`src/rtl/pu_queue_payload_ctrl.sv`:
```
// pu_queue_payload_ctrl: NUM_Q logical payload queues sharing one 1R1W block RAM.
// Each queue owns an equal RAM partition addressed as {qid, ptr}. Enqueue writes
// directly into the partition. A round-robin scheduler issues at most one read
// per cycle into a 2-entry output buffer that drives the valid/ready port.

// Block-RAM payload store: one write port, one registered read port.
module pu_queue_payload_ram #(
    parameter int AW = 6,
    parameter int DW = 8
) (
    input  logic          i_clk,
    input  logic          i_we,
    input  logic [AW-1:0] i_waddr,
    input  logic [DW-1:0] i_wdata,
    input  logic          i_re,
    input  logic [AW-1:0] i_raddr,
    output logic [DW-1:0] o_rdata
);
    logic [DW-1:0] r_mem [1<<AW];

    // Write on request; read data is registered (1-cycle latency). No reset on the array.
    always_ff @(posedge i_clk) begin
        if (i_we) r_mem[i_waddr] <= i_wdata;
        if (i_re) o_rdata <= r_mem[i_raddr];
    end
endmodule

module pu_queue_payload_ctrl #(
    parameter int NUM_Q_NBITS = 2,
    parameter int DEPTH_NBITS = 6,
    parameter int PAYLOAD_W   = 8,
    localparam int NUM_Q         = 1 << NUM_Q_NBITS,
    localparam int Q_DEPTH_NBITS = DEPTH_NBITS - NUM_Q_NBITS,
    localparam int CW            = Q_DEPTH_NBITS + 1
) (
    input  logic                   i_clk,
    input  logic                   i_rst,
    input  logic [NUM_Q-1:0]       i_q_enable,
    input  logic                   i_enq_req,
    input  logic [NUM_Q_NBITS-1:0] i_enq_qid,
    input  logic [PAYLOAD_W-1:0]   i_enq_data,
    output logic                   o_enq_drop,
    output logic                   o_deq_valid,
    output logic [NUM_Q_NBITS-1:0] o_deq_qid,
    output logic [PAYLOAD_W-1:0]   o_deq_data,
    input  logic                   i_deq_ready,
    output logic [NUM_Q*CW-1:0]    o_q_count
);
    localparam logic [CW-1:0] Q_SIZE = CW'(1 << Q_DEPTH_NBITS);

    // Per-queue pointers wrap naturally; count is the authoritative occupancy
    logic [CW-1:0] r_wr_ptr [NUM_Q];
    logic [CW-1:0] r_rd_ptr [NUM_Q];
    logic [CW-1:0] r_count  [NUM_Q];

    logic [NUM_Q_NBITS-1:0] r_last_q;
    logic                   r_infl;
    logic [NUM_Q_NBITS-1:0] r_rd_qid;
    logic                   r_enq_drop;

    // Output buffer: entry 0 is the head
    logic [1:0]             r_occ;
    logic [PAYLOAD_W-1:0]   r_buf_data [2];
    logic [NUM_Q_NBITS-1:0] r_buf_qid  [2];

    logic [NUM_Q-1:0]       w_full;
    logic [NUM_Q-1:0]       w_elig;
    logic [NUM_Q-1:0]       w_inc;
    logic [NUM_Q-1:0]       w_dec;
    logic                   w_enq_ok;
    logic                   w_pop;
    logic                   w_credit;
    logic                   w_any;
    logic                   w_issue;
    logic [NUM_Q_NBITS-1:0] w_win;
    logic [NUM_Q_NBITS-1:0] w_idx;
    logic [DEPTH_NBITS-1:0] w_waddr;
    logic [DEPTH_NBITS-1:0] w_raddr;
    logic [PAYLOAD_W-1:0]   w_ram_rdata;

    // Per-queue status from registered counts (fresh enqueues are not yet eligible)
    always_comb begin
        w_full = '0;
        w_elig = '0;
        for (int q = 0; q < NUM_Q; q++) begin
            w_full[q] = (r_count[q] == Q_SIZE);
            w_elig[q] = (r_count[q] != '0) && i_q_enable[q];
        end
    end

    assign w_enq_ok = i_enq_req && !w_full[i_enq_qid];
    assign w_pop    = o_deq_valid && i_deq_ready;
    // Reserve a buffer slot for every read in flight so the buffer never overflows
    assign w_credit = (({1'b0, r_occ} + {2'b00, r_infl}) - {2'b00, w_pop}) < 3'd2;

    // Round-robin search starting after last_q; first eligible queue wins
    always_comb begin
        w_any = 1'b0;
        w_win = r_last_q;
        w_idx = '0;
        for (int k = 1; k <= NUM_Q; k++) begin
            w_idx = r_last_q + NUM_Q_NBITS'(k);
            if (!w_any && w_elig[w_idx]) begin
                w_any = 1'b1;
                w_win = w_idx;
            end
        end
    end

    assign w_issue = w_any && w_credit;
    assign w_waddr = {i_enq_qid, r_wr_ptr[i_enq_qid][Q_DEPTH_NBITS-1:0]};
    assign w_raddr = {w_win, r_rd_ptr[w_win][Q_DEPTH_NBITS-1:0]};

    // Per-queue increment/decrement strobes
    always_comb begin
        w_inc = '0;
        w_dec = '0;
        for (int q = 0; q < NUM_Q; q++) begin
            w_inc[q] = w_enq_ok && (i_enq_qid == NUM_Q_NBITS'(q));
            w_dec[q] = w_issue && (w_win == NUM_Q_NBITS'(q));
        end
    end

    // Pointer and count update; simultaneous enqueue+issue leaves count unchanged
    always_ff @(posedge i_clk or posedge i_rst) begin
        if (i_rst) begin
            for (int q = 0; q < NUM_Q; q++) begin
                r_wr_ptr[q] <= '0;
                r_rd_ptr[q] <= '0;
                r_count[q]  <= '0;
            end
        end else begin
            for (int q = 0; q < NUM_Q; q++) begin
                if (w_inc[q]) r_wr_ptr[q] <= r_wr_ptr[q] + CW'(1);
                if (w_dec[q]) r_rd_ptr[q] <= r_rd_ptr[q] + CW'(1);
                r_count[q] <= r_count[q] + CW'(w_inc[q]) - CW'(w_dec[q]);
            end
        end
    end

    // Scheduler state, read-in-flight tracking and drop flag
    always_ff @(posedge i_clk or posedge i_rst) begin
        if (i_rst) begin
            r_last_q   <= NUM_Q_NBITS'(NUM_Q - 1);
            r_infl     <= 1'b0;
            r_rd_qid   <= '0;
            r_enq_drop <= 1'b0;
        end else begin
            if (w_issue) begin
                r_last_q <= w_win;
                r_rd_qid <= w_win;
            end
            r_infl     <= w_issue;
            r_enq_drop <= i_enq_req && w_full[i_enq_qid];
        end
    end

    pu_queue_payload_ram #(
        .AW (DEPTH_NBITS),
        .DW (PAYLOAD_W)
    ) u_ram (
        .i_clk   (i_clk),
        .i_we    (w_enq_ok),
        .i_waddr (w_waddr),
        .i_wdata (i_enq_data),
        .i_re    (w_issue),
        .i_raddr (w_raddr),
        .o_rdata (w_ram_rdata)
    );

    // 2-entry shift buffer: RAM dout is pushed the cycle after issue, head pops on transfer
    always_ff @(posedge i_clk or posedge i_rst) begin
        if (i_rst) begin
            r_occ <= 2'd0;
            for (int i = 0; i < 2; i++) begin
                r_buf_data[i] <= '0;
                r_buf_qid[i]  <= '0;
            end
        end else begin
            case ({r_infl, w_pop})
                2'b01: begin
                    r_buf_data[0] <= r_buf_data[1];
                    r_buf_qid[0]  <= r_buf_qid[1];
                    r_occ         <= r_occ - 2'd1;
                end
                2'b10: begin
                    r_buf_data[r_occ[0]] <= w_ram_rdata;
                    r_buf_qid[r_occ[0]]  <= r_rd_qid;
                    r_occ                <= r_occ + 2'd1;
                end
                2'b11: begin
                    if (r_occ == 2'd1) begin
                        r_buf_data[0] <= w_ram_rdata;
                        r_buf_qid[0]  <= r_rd_qid;
                    end else begin
                        r_buf_data[0] <= r_buf_data[1];
                        r_buf_qid[0]  <= r_buf_qid[1];
                        r_buf_data[1] <= w_ram_rdata;
                        r_buf_qid[1]  <= r_rd_qid;
                    end
                end
                default: ;
            endcase
        end
    end

    assign o_deq_valid = (r_occ != 2'd0);
    assign o_deq_data  = r_buf_data[0];
    assign o_deq_qid   = r_buf_qid[0];
    assign o_enq_drop  = r_enq_drop;

    // Export per-queue counts, queue 0 in the LSBs
    always_comb begin
        o_q_count = '0;
        for (int q = 0; q < NUM_Q; q++) o_q_count[q*CW +: CW] = r_count[q];
    end
endmodule

```
`config.mk`:
```
export PLATFORM = sky130hd
export DESIGN_NAME = pu_queue_payload_ctrl
export DESIGN_NICKNAME = d
export VERILOG_FILES = /design/src/rtl/pu_queue_payload_ctrl.sv
export SDC_FILE = /design/constraint.sdc
export NUM_CORES = 1
export LEC_CHECK = 0
export ABC_AREA = 1
export ABC_CLOCK_PERIOD_IN_PS = 4000
export BUFFER_PORTS_ARGS = -buffer_cell sky130_fd_sc_hd__buf_2
export CORE_MARGIN = 1.5
export CORE_UTILIZATION = 50
export CTS_CLUSTER_SIZE = 30
export DETAILED_ROUTE_END_ITERATION = 7
export PLACE_DENSITY = 0.7
export SLEW_MARGIN = 20
export SYNTH_ARGS = -nofsm -noshare
export SYNTH_HDL_FRONTEND = slang
export SYNTH_HIERARCHICAL = 1
export SYNTH_SLANG_ARGS = --single-unit
```
`constraint.sdc`:
```
create_clock -name i_clk -period 4 [get_ports i_clk]
set_clock_uncertainty 0.2 [all_clocks]
set_input_delay 1.2 -clock i_clk [delete_from_list [all_inputs] [get_ports i_clk]]
set_output_delay 1.2 -clock i_clk [all_outputs]
set_load 0.01 [all_outputs]
```
== Word-level counts from Yosys, hierarchy flattened ==
Memories as Yosys holds them, arrays and structs flattened. A register that Yosys moved wholly into a read port is not among the register bits.
Cells that the tools add are included.
Storage, ports and cells
  bits of input ports: 18
  register bits: 88
  output and inout port bits: 32
  bits in latches: 0
  logic and storage cells: 149
  memory bits (read-only): 0
  memory bits (writable): 512
  memories: 1
Memories
  u_ram.r_mem: depth 64, bits a word 8, read ports 1, clocked after memory_dff 1, wr ports 1, line 19  | logic [DW-1:0] r_mem [1<<AW];
Cells by class
  bitwise logic cells: 3
  add/subtract/negate cells: 23
  shifts and indexed selects: 0
  divide/modulo/power cells: 0
  muxes and demuxes: 41
  multiply operators: 0
  $lt $le $gt $ge: 10
  eq/ne operators: 15
  reductions and logical operators: 35
Operator list (number)
  $add A5 B1 Y5 const B: 8
  $mux W8: 3
  $pmux W8 S3: 1
  $add A5 B1 Y5: 4
  $bmux W5 S2: 2
  $eq A5 B5 Y1 const B: 4
  $logic_and A1 B1 Y1: 20
  $reduce_bool A5 Y1: 4
  $sub A5 B1 Y5: 4
  $bwmux W16: 1
  $mux W4: 4
  $pmux W8 S2: 1
  $lt A2 B3 Y1 const B: 5
  $mux W2: 7
  $eq A2 B2 Y1 const B: 6
  $mux W1: 11
  $bmux W1 S2: 5
  $demux W8 S1: 1
  $eq A2 B1 Y1 const B: 4
  $pmux W2 S2: 2
  $ge A3 B3 Y1 const B: 2
  $not A2 Y3: 2
  $pmux W2 S3: 1
  $reduce_bool A2 Y1: 3
  16 further kinds: 22

== Depth between registers and ports, before layout ==
Gate-level depths: netlist (run 1).
  word-level depth: 18
  gate-level depth with buffers: 27
  gate-level depth less buffers: 24

== Hierarchy ==
The synthesis (run 1) kept the hierarchy.
Modules (own cells, without submodules)
  pu_queue_payload_ram: instances 1, cells an instance 1805, seq. area each 15615.0 um^2, area an instance 21419.3 um^2
  pu_queue_payload_ctrl: instances 1, cells an instance 567, seq. area each 2004.4 um^2, area an instance 4852.2 um^2

== Least setup slack after synthesis (run 1) ==
Ideal clock, no wire load.
  kind: input to register
  from: input i_deq_ready
  to: register r_count (netlist bit o_q_count[19])
  path buffers: 0
  data required time: 3672 ps
  stages on the path: 19
  setup time: 128 ps
  path slack: -577 ps
  data arrival time: 4249 ps
  cell sequence: nand2_1 inv_1 ha_1 or2_2 fa_1 nand2_1 nor2_1 inv_1 nor2_2 nand4_1 inv_1 ha_1 inv_1 ha_1 inv_1 fa_1 o21ai_0 a21oi_1 xor2_1
Between the ends
  word-level cells in the longest chain between the ends: 6
RTL lines
  start, declared: line 46  | input logic i_deq_ready,
  $logic_and A1 B1 Y1: line 92  | assign w_pop = o_deq_valid && i_deq_ready;
  $sub A3 B1 Y3: line 94  | assign w_credit = (({1'b0, r_occ} + {2'b00, r_infl}) - {2'b00, w_pop}) < 3'd2;
  $lt A3 B2 Y1: line 94
  $logic_and A1 B1 Y1: line 110  | assign w_issue = w_any && w_credit;
  $logic_and A1 B1 Y1: line 120  | w_dec[q] = w_issue && (w_win == NUM_Q_NBITS'(q));
  net w_dec[3]: line 69  | logic [NUM_Q-1:0] w_dec;
  $sub A5 B1 Y5: line 136  | r_count[q] <= r_count[q] + CW'(w_inc[q]) - CW'(w_dec[q]);
  end signal, assigned by index: line 136
  end, declared: line 54  | logic [CW-1:0] r_count [NUM_Q];
The timed path passes the listed nets, and every way through them passes these cells.
A chain may end at the register's enable or synchronous reset.

== Worst setup path after layout (run 1) ==
Ends and elaborated chain as after synthesis.

==> flow_metrics.env, run 1 <==
export IMPL_status="completed"
export IMPL_min_period_ns=3.88
export IMPL_synth_top_area_cell="edfxtp_1"
export IMPL_endpoint_kind="flip-flop"
export IMPL_multi_input_area_um2=7420
export IMPL_dp_final_hpwl_mm=40.2
export IMPL_grt_pass1_vias=17900
export IMPL_cp_start_kind="input port"
export IMPL_seq_area_um2=17600
export IMPL_syn_area_per_cell_um2=11.1
export IMPL_hold_class="reg2reg"
export IMPL_start_util_pct=50.9
export IMPL_h_tree_depth=3
export IMPL_first_pass_iters=5
export IMPL_core_area_um2=51600
export IMPL_drc=0
export IMPL_drv_slew=0
export IMPL_grt_use_total_pct=23.5
export IMPL_ys_flop_type="edfxtp_1"
export IMPL_cts_root_buffer="clkbuf_16"
export IMPL_area_growth_pct=16.6
export IMPL_ios=50
export IMPL_drtIter0Drc=1902
export IMPL_drive_gt1_share_pct=15.8
export IMPL_cp_data_arrival_time_ns=4.15
export IMPL_wirelength_mm=61.9
export IMPL_vias_per_cell=5.54
export IMPL_worst_path_max_delay_cell="fa_2"
export IMPL_die_area_um2=53900
export IMPL_instances_no_fill=3294
export IMPL_timing_fmax_mhz=258
export IMPL_path_cells="buf_6, nand2_8, inv_4, ha_4, or2_4, fa_2, nand2_2, nor2_4, inv_2, nor2_4, nand4_1, inv_1, ha_1, inv_1, ha_2, inv_2, fa_2, o21ai_1, a21oi_1, xor2_1"
export IMPL_ys_types=42
export IMPL_nFillCells=4116
export IMPL_synth_top_area_share_pct=59.4
export IMPL_gp_congestion=0.919
export IMPL_synthTopCellsByArea="edfxtp_1 59%, nand2_1 11%, nand3_1 9.2%, dfrtp_1 7.4%, ha_1 1.8%"
export IMPL_maxCapViolations=0
export IMPL_relSlewSlack_pct=42.7
export IMPL_path_delay_family="adder cells"
export IMPL_async_reset_ff_share_pct=13.3
export IMPL_cts_tree="built"
export IMPL_finalCritPeriodShare_pct=97.0
export IMPL_worstSkewPairLatency_ns=0.60
export IMPL_dp_cells=3168
export IMPL_yosysSeqAreaShare_pct=67.1
export IMPL_postCtsHoldBufs=0
export IMPL_path_clk_slew_ns=0.05
export IMPL_cts_inserted_buffers=66
export IMPL_grt_pass1_wl_mm=97.3
export IMPL_hold_slack_ns=0.277
export IMPL_rsz0062_at_grt="true"
export IMPL_io_buffers=49
export IMPL_syn_nets=2433
export IMPL_setup_viol=0
export IMPL_die_w_um=232
export IMPL_critPathKind="in2reg"
export IMPL_worst_pin_slew_ns=0.856
export IMPL_synth_edf_count=520
export IMPL_crit_fanout=6
export IMPL_finalHoldViolations=0
export IMPL_antenna_found_initial=0
export IMPL_grt_overflow=0
export IMPL_syn_area_um2=26300
export IMPL_clkSinkCount=600
export IMPL_critPathBufInv=6
export IMPL_vias=18300
export IMPL_worstPathRequired_ns=4.27
export IMPL_cts_buffer_depth=3
export IMPL_die_height_um=232
export IMPL_rows=83
export IMPL_yosys_warnings=6
export IMPL_grt_max_degree=65
export IMPL_wl_per_cell_um=18.8
export IMPL_fin_nets=2625
export IMPL_syn_inst=2372
export IMPL_cpPeakStageDelay_ns=0.53
export IMPL_num_antenna_cells=0
export IMPL_drtAntennaViolNets=0
export IMPL_ys_ff_latch=600
[layer usage]
layer	track usage (%)	routed length, um
met1	31.7	25500
met2	38.2	29700
met3	3.95	4730
met4	8.77	1960
met5	0	0
[sequential cells by signal, indices dropped and copies added, names as in the netlist, 8 cells and up]
| register | count |
|---|---|
| u_ram/o_rdata | 8 |
| o_q_count | 20 |
| r_buf_data | 8 |
| u_ram/r_mem | 512 |
| r_wr_ptr | 16 |
| r_rd_ptr | 16 |
| o_deq_data | 8 |
[worst paths after layout]
| kind | startpoint | endpoint | slack [ns] | depth (start not counted) |
|---|---|---|---|---|
| max | i_deq_ready | o_q_count[19] | 0.12 | 20 |
| min | r_wr_ptr[18] | r_wr_ptr[18] | 0.28 | 1 |
| max reg2reg | r_occ[1] | o_q_count[19] | 0.16 | 22 |
| min reg2reg | r_wr_ptr[18] | r_wr_ptr[18] | 0.28 | 1 |
| max in group asynchronous | i_rst | o_q_count[12] | 2.50 | 3 |
| min in group asynchronous | i_rst | r_rd_qid[1] | 0.44 | 2 |
[stage by stage]
step / util, % / area (um^2) / worst slack [ns] / TNS [ns]
finish: 59.3 / 30600 / 0.120 / 0
global route: 59.3 / 30600 / -0.0363 / -0.0771
CTS: 59.0 / 30500 / 0.0370 / 0
detailed placement: 54.9 / 28300 / -0.666 / -8.45
global placement: 54.9 / 28300 / -0.656 / -7.94
floorplan: - / 26300 / -0.294 / -1.18
[cell families after synthesis]
family	after synthesis	share of synthesized area (%)
buffers and inverters	246	5.29
and+or+nand+nor	1374	22.6
adders and majority gates	43	2.19
DFF	600	67.1
xor gates and xnor gates	38	1.30
AOI/OAI and AO/OA	71	1.56
[layout make-up]
cell class,count,area share [%]
multi-input cells,1526,24.2
repair buffers,257,7.10
clock inverters,29,0.711
inverters,113,1.47
flip-flops and latches,600,57.5
clock buffers,89,6.19
well taps,680,2.78
[Yosys cell counts (2+ instances only)]
cell	number
a21oi_1	13
a22oi_1	4
buf_1	10
buf_2	37
buf_4	25
buf_6	39
buf_8	2
clkbuf_1	20
dfrtp_1	78
dfstp_2	2
edfxtp_1	520
fa_1	5
ha_1	38
inv_1	106
inv_2	2
inv_4	2
nand2_1	752
nand2_2	4
nand2_4	4
nand3_1	483
nand3_2	5
nand4_1	23
nor2_1	88
nor2_2	3
nor3_1	2
nor4_1	8
o211ai_1	2
o21ai_0	32
o21ai_1	4
o221ai_1	3
o22ai_1	10
xnor2_1	10
xor2_1	27
[placed cells by master, fill, tap and decap left out, types with 11 or more instances in the layout]
master | netlist | routed
buf_4 | 25 | 180
nand3_2 | 5 | 11
nor2_1 | 88 | 87
a21oi_1 | 13 | 11
clkinv_1 | 1 | 11
ha_1 | 38 | 34
clkbuf_1 | 20 | 15
nand2_1 | 752 | 745
clkbuf_16 | 0 | 74
dfrtp_1 | 78 | 78
nand4_1 | 23 | 23
buf_12 | 0 | 26
clkinv_2 | 1 | 15
o21ai_0 | 32 | 31
xor2_1 | 27 | 27
buf_2 | 37 | 48
inv_1 | 106 | 97
edfxtp_1 | 520 | 520
nand3_1 | 483 | 475
[repair_timing]
action | CTS | global route
pin swaps | 1 | 14
setup buffers | 1 | 6
endpoints found under the setup margin | 2 | 12
cloned | 0 | 1
gates resized for setup | 2 | 28
Power of run 1 is not shown: default switching activity piles up to over one toggle a cycle in this logic, so the estimate is an artifact.
==> inputs of run 2 (changes only) <==
--- a/config.mk
+++ b/config.mk
@@ -13,6 +13,7 @@
 export CTS_CLUSTER_SIZE = 30
 export DETAILED_ROUTE_END_ITERATION = 7
 export PLACE_DENSITY = 0.7
+export REMOVE_ABC_BUFFERS = 1
 export SLEW_MARGIN = 20
 export SYNTH_ARGS = -nofsm -noshare
 export SYNTH_HDL_FRONTEND = slang
==> run 2 against run 1 <==
Compared with the run above:
- first-iteration DRC count up 2.9%
- worst setup slack better by 0.014 ns
- flip-flop and latch count did not move
- register-to-register slack about the same
==> flow_metrics.env, run 2 (synthesized netlist as in run 1, its figures left out) <==
export IMPL_crit_cells=21
export IMPL_maxCapViolations=0
export IMPL_hold_class="reg2reg"
export IMPL_path_cells="buf_6, nand2_4, inv_4, ha_4, or2_4, fa_1, nand2_1, nor2_2, inv_2, nor2_4, buf_6, nand4_1, inv_2, ha_4, inv_4, ha_4, fa_2, a21oi_2, nor2_1, nor2_1, xor2_1"
export IMPL_setup_viol=0
export IMPL_drtIter0Drc=1957
export IMPL_final_common_cell="nand2_1"
export IMPL_ios=50
export IMPL_worstPathRequired_ns=4.35
export IMPL_cts_buffer_depth=3
export IMPL_met3_wirelength_mm=5.44
export IMPL_clkSinkCount=600
export IMPL_grt_use_total_pct=23.6
export IMPL_worst_path_max_delay_cell="fa_1"
export IMPL_gp_congestion=0.871
export IMPL_final_cell_area_um2=30500
export IMPL_worstSkewPairLatency_ns=0.63
export IMPL_dp_final_hpwl_mm=39.3
export IMPL_grt_pass1_wl_mm=98.5
export IMPL_rows=83
export IMPL_final_cell_mix="746 x nand2_1, 520 x edfxtp_1, 472 x nand3_1"
export IMPL_min_period_ns=3.87
export IMPL_cts_inserted_buffers=59
export IMPL_first_pass_iters=5
export IMPL_die_area_um2=53900
export IMPL_wirelength_mm=63.4
export IMPL_grt_max_degree=81
export IMPL_antenna_found_initial=2
export IMPL_relSlewSlack_pct=44.2
export IMPL_hold_slack_ns=0.288
export IMPL_cp_data_arrival_time_ns=4.22
export IMPL_critPathKind="in2reg"
export IMPL_drive_gt1_share_pct=16.1
export IMPL_rsz0062_at_grt="true"
export IMPL_wl_per_cell_um=19.2
export IMPL_drc=0
export IMPL_cts_root_buffer="clkbuf_16"
export IMPL_path_delay_family="adder cells"
export IMPL_drtAntennaViolNets=0
export IMPL_fin_ws_ns=0.134
export IMPL_dpl_cell_area_um2=28200
export IMPL_crit_fanout=3
export IMPL_core_area_um2=51600
export IMPL_min_delay_path_depth=2
export IMPL_postCtsHoldBufs=0
export IMPL_endpoint_kind="flip-flop"
export IMPL_timing_fmax_mhz=259
export IMPL_cpPeakStageDelay_ns=0.48
export IMPL_fin_nets=2631
export IMPL_grt_overflow=0
export IMPL_place_ws_ns=-0.863
export IMPL_die_w_um=232
export IMPL_wl_met2_mm=29.7
export IMPL_status="completed"
export IMPL_m1WireLength_mm=26.2
export IMPL_vias_per_cell=5.57
export IMPL_vias=18400
export IMPL_drv_slew=0
export IMPL_io_buffers=49
export IMPL_finalHoldViolations=0
export IMPL_start_util_pct=50.9
export IMPL_finalSetupTns_ns=0
export IMPL_reg2reg_depth=23
export IMPL_finalCritPeriodShare_pct=96.7
export IMPL_h_tree_depth=2
export IMPL_path_clk_slew_ns=0.06
export IMPL_cts_tree="built"
export IMPL_grt_pass1_vias=17900
export IMPL_largest_register_ffs=512
export IMPL_area_growth_pct=16.2
export IMPL_worst_pin_slew_ns=0.837
export IMPL_critPathBufInv=6
export IMPL_regMostFlops="u_ram/r_mem"
export IMPL_top_layer="met5"
export IMPL_cp_start_kind="input port"
export IMPL_die_height_um=232
export IMPL_crit_path_frequent_cell="ha_4"
-- run 2: cell types whose count changed in the layout (fill, tap and decap cells not counted), moves of 4 or more --
cell | previous run | this run
buf_6 | 1 | 6
buf_12 | 26 | 22
clkbuf_8 | 1 | 7
clkbuf_16 | 74 | 63
buf_4 | 180 | 187
-- run 2: cell type report --
cell class	instances	area (um^2)
repair buffers	270	2320
fillers	4091	21100
flip-flops and latches	600	17600
inverters	113	452
clock buffers	81	1650
clock inverters	28	176
multi-input cells	1526	7450
well taps	680	851
diodes	1	2.50
-- run 2: tightest hold or removal path, stage by stage (launching register included) --
cell	delay, ns
dfrtp_1	0.34
nand2_1	0.05
o21ai_0	0.06
-- run 2: through the flow --
stage,utilization [%],instances
finish,59.1,3299
global placement,54.6,3167
floorplan,-,2239
detailed placement,54.6,3167
CTS,58.4,3283
global route,59.1,3298
-- run 2: path summary, 6_finish.rpt --
path                               start             to  slack, ns
setup / recovery             i_deq_ready  o_q_count[14]       0.13
hold / removal             r_buf_data[0]  r_buf_data[0]       0.29
setup reg to reg                r_occ[0]  o_q_count[14]       0.16
hold reg to reg            r_buf_data[0]  r_buf_data[0]       0.29
max in group asynchronous          i_rst   r_wr_ptr[11]       2.81
min in group asynchronous          i_rst       r_occ[0]       0.46
-- run 2: routing by layer --
| layer | vias up | track usage (%) |
|---|---|---|
| met2 | 796 | 38.0 |
| met4 | 2 | 8.66 |
| met1 | 8847 | 31.7 |
| met3 | 145 | 4.86 |
| li1 | 8575 | - |
| met5 | - | 0 |
-- run 2: repair_timing --
action	4_1_cts	5_1_grt
pin swaps	10	16
cloned	0	3
hold endpoints to repair	0	0
gates resized for setup	21	40
setup buffers	7	12
endpoints found under the setup margin	6	15
Power of run 2 is left out for the same reason.
